==> config.mk <==
export PLATFORM = sky130hd
export DESIGN_NAME = regfile_sb
export DESIGN_NICKNAME = d
export VERILOG_FILES = /design/src/rtl/regfile_pkg.sv /design/src/rtl/regfile_rdport.sv /design/src/rtl/regfile_sb.sv
export SDC_FILE = /design/constraint.sdc
export NUM_CORES = 2
export LEC_CHECK = 0
export BUFFER_PORTS_ARGS = -buffer_cell sky130_fd_sc_hd__clkbuf_2
export CAP_MARGIN = 20
export CORE_MARGIN = 3
export CORE_UTILIZATION = 35
export DETAILED_ROUTE_END_ITERATION = 16
export RECOVER_POWER = 100
export SLEW_MARGIN = 15
export SYNTH_ARGS = -nofsm -noshare
export SYNTH_HDL_FRONTEND = slang
export SYNTH_SLANG_ARGS = --single-unit
export TNS_END_PERCENT = 50
==> constraint.sdc <==
create_clock -name clk -period 5.57 [get_ports clk]
set_input_delay 0.2785 -clock clk [delete_from_list [all_inputs] [get_ports clk]]
set_output_delay 0.2785 -clock clk [all_outputs]
set_load 0.005 [all_outputs]
==> src/rtl/regfile_pkg.sv <==
// Shared constants and helpers for the regfile_sb register file and its read ports.
package regfile_pkg;

    localparam int DEF_XLEN     = 32;
    localparam int DEF_NREGS    = 32;
    localparam int DEF_NRD      = 2;
    localparam bit DEF_ZERO_REG = 1'b1;

    function automatic int addr_width(input int nregs);
        return (nregs < 2) ? 1 : $clog2(nregs);
    endfunction

endpackage

==> src/rtl/regfile_rdport.sv <==
// One combinational read port: storage mux, register-0 forcing and, with
// REGFILE_BYPASS_EN defined, a same-cycle writeback bypass.
module regfile_rdport #(
    parameter int XLEN     = 32,
    parameter int NREGS    = 32,
    parameter int AW       = 5,
    parameter bit ZERO_REG = 1'b1
) (
    input  logic [AW-1:0]         addr,
    input  logic [NREGS*XLEN-1:0] mem_flat,
    input  logic [NREGS-1:0]      busy_vec,
`ifdef REGFILE_BYPASS_EN
    input  logic                  rd_we,
    input  logic [AW-1:0]         rd_addr,
    input  logic [XLEN-1:0]       rd_wdata,
    input  logic                  iss_en,
    input  logic [AW-1:0]         iss_addr,
    input  logic                  flush,
`endif
    output logic [XLEN-1:0]       data,
    output logic                  busy
);

    logic is_zero;
    assign is_zero = ZERO_REG && (addr == '0);

    // NOTE: every output gets a default first so no path leaves it unassigned (no latch).
    always_comb begin
        data = mem_flat[int'(addr)*XLEN +: XLEN];
        busy = busy_vec[addr];
`ifdef REGFILE_BYPASS_EN
        // The in-flight writeback wins over storage; a same-cycle issue re-marks it pending.
        if (rd_we && (rd_addr == addr)) begin
            data = rd_wdata;
            busy = iss_en && !flush && (iss_addr == addr);
        end
`endif
        if (is_zero) begin
            data = '0;
            busy = 1'b0;
        end
    end

endmodule

==> src/rtl/regfile_sb.sv <==
// Multi-read-port register file with pending-bit scoreboard.
// Optional same-cycle write bypass on the read ports: define REGFILE_BYPASS_EN.
module regfile_sb
    import regfile_pkg::*;
#(
    parameter  int XLEN     = DEF_XLEN,
    parameter  int NREGS    = DEF_NREGS,
    parameter  int NRD      = DEF_NRD,
    parameter  bit ZERO_REG = DEF_ZERO_REG,
    localparam int AW       = addr_width(NREGS)
) (
    input  logic                clk,
    input  logic                rst,
    input  logic [NRD*AW-1:0]   rs_addr,
    output logic [NRD*XLEN-1:0] rs_data,
    output logic [NRD-1:0]      rs_busy,
    input  logic                rd_we,
    input  logic [AW-1:0]       rd_addr,
    input  logic [XLEN-1:0]     rd_wdata,
    input  logic                iss_en,
    input  logic [AW-1:0]       iss_addr,
    input  logic                flush,
    output logic [AW:0]         busy_cnt
);

    logic [XLEN-1:0]       mem [NREGS];
    logic [NREGS-1:0]      busy;
    logic [NREGS-1:0]      busy_nxt;
    logic [AW:0]           cnt_nxt;
    logic [NREGS*XLEN-1:0] mem_flat;
    logic                  wr_ok;
    logic                  iss_ok;

    assign wr_ok  = rd_we && !(ZERO_REG && (rd_addr == '0));
    assign iss_ok = iss_en && !flush && !(ZERO_REG && (iss_addr == '0));

    // Clear before set so a same-cycle issue to the written register ends pending.
    always_comb begin
        busy_nxt = busy;
        if (flush) begin
            busy_nxt = '0;
        end else begin
            if (wr_ok)  busy_nxt[rd_addr]  = 1'b0;
            if (iss_ok) busy_nxt[iss_addr] = 1'b1;
        end
        cnt_nxt = '0;
        for (int i = 0; i < NREGS; i++) begin
            cnt_nxt = cnt_nxt + (AW+1)'(busy_nxt[i]);
        end
    end

    // NOTE: the storage array is reset too, because reads of any register must return zero after reset.
    always_ff @(posedge clk or negedge rst) begin
        if (!rst) begin
            for (int i = 0; i < NREGS; i++) mem[i] <= '0;
            busy     <= '0;
            busy_cnt <= '0;
        end else begin
            if (wr_ok) mem[rd_addr] <= rd_wdata;
            busy     <= busy_nxt;
            busy_cnt <= cnt_nxt;
        end
    end

    always_comb begin
        mem_flat = '0;
        for (int i = 0; i < NREGS; i++) mem_flat[i*XLEN +: XLEN] = mem[i];
    end

    for (genvar k = 0; k < NRD; k++) begin : g_rd
        regfile_rdport #(
            .XLEN     (XLEN),
            .NREGS    (NREGS),
            .AW       (AW),
            .ZERO_REG (ZERO_REG)
        ) u_rdport (
            .addr     (rs_addr[k*AW +: AW]),
            .mem_flat (mem_flat),
            .busy_vec (busy),
`ifdef REGFILE_BYPASS_EN
            .rd_we    (rd_we),
            .rd_addr  (rd_addr),
            .rd_wdata (rd_wdata),
            .iss_en   (iss_en),
            .iss_addr (iss_addr),
            .flush    (flush),
`endif
            .data     (rs_data[k*XLEN +: XLEN]),
            .busy     (rs_busy[k])
        );
    end

endmodule

==> results_dict.tcl <==
set metrics [dict create \
    yosysTopAreaCellShare 0.4597 \
    grt_max_degree 167 \
    maxCapViolations 45 \
    core_um2 163500 \
    intPower_w 0.01612 \
    yosysSeqAreaShare 0.4597 \
    start_kind "primary input" \
    cts_setup_buffers 0 \
    vias_per_cell 5.967 \
    min_path_type "in -> reg" \
    grt_pass1_vias 37780 \
    slowest_delay_ns 2.03 \
    die_w_um 412.4 \
    power_frac_comb 0.194 \
    gp_congestion 0.8564 \
    swShare 0.2681 \
    htreeDepth 3 \
    switching_power_w 0.005908 \
    ant_nets 0 \
    synth-edff-count 0 \
    power_leakage_nw 27.09 \
    synth_top_area_cell "dfrtp_1" \
    grt_pass1_wl_mm 268.5 \
    synthCells 3963 \
    place_ws_ns -0.04889 \
    nNetsFinal 3965 \
    area_growth_pct 9.835 \
    crit_path_frequent_cell "clkbuf_2" \
    dr.pass1.iters 6 \
    clock-sinks 1062 \
    path_class "in -> out" \
    status "finished, violations left" \
    skew_ns 0.005867 \
    crit_path_top_delay_cell "or2_0" \
    ys_types 58 \
    powerDensity_nw_per_um2 347.0 \
    drc 0 \
    initial_core_util 0.3535 \
    synth.most_common_cell "dfrtp_1" \
    wl_per_cell_um 29.86 \
    crit_path_max_fanout 33 \
    violations "capacitance limit, slew limit" \
    synth_area_leaders "dfrtp_1 (46%), mux2_2 (18%), mux4_2 (18%)" \
    io_buffers 128 \
    ys_seq_elements 1062 \
    synth-main-ff-cell "dfrtp_1" \
    synth_top_cells_by_count "dfrtp_1 (1062), mux2_2 (946), mux4_2 (462), clkbuf_1 (194), nand2_1 (169)" \
    final_cells 6150 \
    fp.dieArea_um2 170100 \
    power_frac_clock 0.347 \
    setup_ws_ns 0.1191 \
    fmax_mhz 183.5 \
    cp.arrival_ns 5.17 \
    insertion_delay_ns 0.70 \
    overflow 0 \
    placed_cells 5933 \
    yosysWarnings 0 \
    period_share 0.9786 \
    rsz0062_at_grt "no" \
    ios 129 \
    irDropWorstVdd_mv 0.2500 \
    grt_use_total 0.2147 \
    finalSetupViolCount 0 \
    maxSlewViolCount 2016 \
    pwr-share-seq 0.459 \
    vias 36700 \
    path_clk_slew_ns 0.06 \
    clockRootBuffer "clkbuf_16" \
    period_needed_ns 5.451 \
    hold_viol_final 0 \
    die_h_um 412.4 \
    slew_headroom -1.897 \
    worstMarginPinSlew_ns 4.345 \
    critical_path_required_ns 5.29 \
    path_cells "clkbuf_2 -> or2_0 -> or4_4 -> o21ai_0 -> a311oi_1 -> clkbuf_2" \
    syn_area_um2 57810 \
    antenna_found_initial 16 \
    async_reset_ff_frac 1.000 \
    post-route-util 0.3883 \
    drive_gt1_frac 0.4560 \
    tritoncts "done" \
    drt_iter0_drc 3119 \
    wl_mm 183.6 \
    cts_inserted_buffers 110 \
    fp-row-count 148 \
    syn_nets 4051 \
    syn_avg_cell_area_um2 14.59 \
    critPathCaptureType "output pin" \
    cts.path.max_buffers 3 \
    hpwlAfterDp_mm 103.1 \
]
[flip-flops by register name, summed over array words and instances, names as in the netlist]
name	flops
mem	1024
busy_cnt	6
busy	32
[power by group through the flow]
stage          sequential, W  combinational (W)  clock (W)
5_1_grt               0.0103            0.00459    0.00810
2_1_floorplan        0.00989            0.00332          0
6_report              0.0101            0.00428    0.00764
3_5_place_dp          0.0102            0.00430          0
3_3_place_gp          0.0101            0.00421          0
4_1_cts               0.0101            0.00432    0.00779
[layer usage]
layer | track usage | up-vias | share of wire
li1 | - | 15030 | -
met1 | 0.2856 | 19880 | 0.42
met2 | 0.3460 | 1395 | 0.47
met3 | 0.03969 | 383 | 0.066
met4 | 0.08812 | 10 | 0.044
met5 | 0 | - | 0.00034
[kinds of logic after synthesis]
kind of cell,count (synthesis),synth area share
multiplexers,1620,0.4027
flip-flops,1062,0.4597
buffers and inverters,478,0.04398
AO/OA/AOI/OAI,437,0.05411
XOR/XNOR,3,0.0004546
AND/OR/NAND/NOR,332,0.02920
adder cells (fa/ha/maj),31,0.009826
[final timing paths]
kind,from,to,slack [ns],cells past startpoint
min in group asynchronous,rst,mem[976],0.88,2
setup / recovery,rs_addr[4],rs_data[7],0.12,6
hold reg to reg,mem[1014],mem[1014],0.40,0
setup reg to reg,busy[23],busy_cnt[4],0.50,14
hold / removal,iss_en,busy[13],0.06,4
max in group asynchronous,rst,mem[604],1.01,3
[layout by cell type, fill, tap and decap left out, types with 8 or more instances in the layout]
cell       netlist  routed
mux2_1          80      80
o21ai_0        102     103
nor2b_1         81      76
mux2_2         946     946
mux4_2         462     462
o21ai_1         20      19
buf_4           68      62
a22oi_1         75      75
nor2_1          17      22
buf_12           3       8
clkinv_2         0      19
nand2b_1        10       9
diode_2          0       8
clkbuf_8         0      38
fa_1            24      24
clkbuf_2         2      96
a21oi_1         20      20
nand2_1        169     156
dfrtp_1       1062    1062
a311oi_1        66      66
a221oi_1        46      46
clkbuf_16        0     110
inv_1           24      22
a211oi_1        66      66
clkbuf_1       194      92
mux2i_1        132     132
a21o_1          16      16
o2111ai_1       15      15
[per-stage QoR]
step           setup TNS, ns  total power, W  hold WS (ns)  cell area, um^2
2_1_floorplan              0         0.01322      -0.01709            57810
3_3_place_gp               0         0.01436        0.3763            60060
3_5_place_dp        -0.04889         0.01453        0.3833            60080
4_1_cts                    0         0.02220      0.009079            63870
5_1_grt                    0         0.02300       0.07037            63480
6_report                   0         0.02203       0.05854            63490
[worst max-delay path, delay by kind of cell]
kind	cells	cell delay (ns)
AO/OA/AOI/OAI	2	1.00
buffers and inverters	2	0.80
AND/OR/NAND/NOR	2	2.99
[final cells by class]
| cell class | count | area, um^2 |
|---|---|---|
| fill | 15230 | 100000 |
| antenna | 8 | 20.02 |
| timing repair buffer | 256 | 1569 |
| multi-input combinational | 2423 | 28790 |
| sequential | 1062 | 26580 |
| tap | 2175 | 2721 |
| clock buffer | 170 | 3358 |
| clock inverter | 32 | 364.1 |
| inverter | 24 | 95.09 |
[what timing repair did]
action	4_1_cts	5_1_grt
hold buffers	7	0
gates resized for setup	0	1
hold endpoints to repair	86	0
endpoints found under the setup margin	0	1
(Power assumes the default switching activity.)
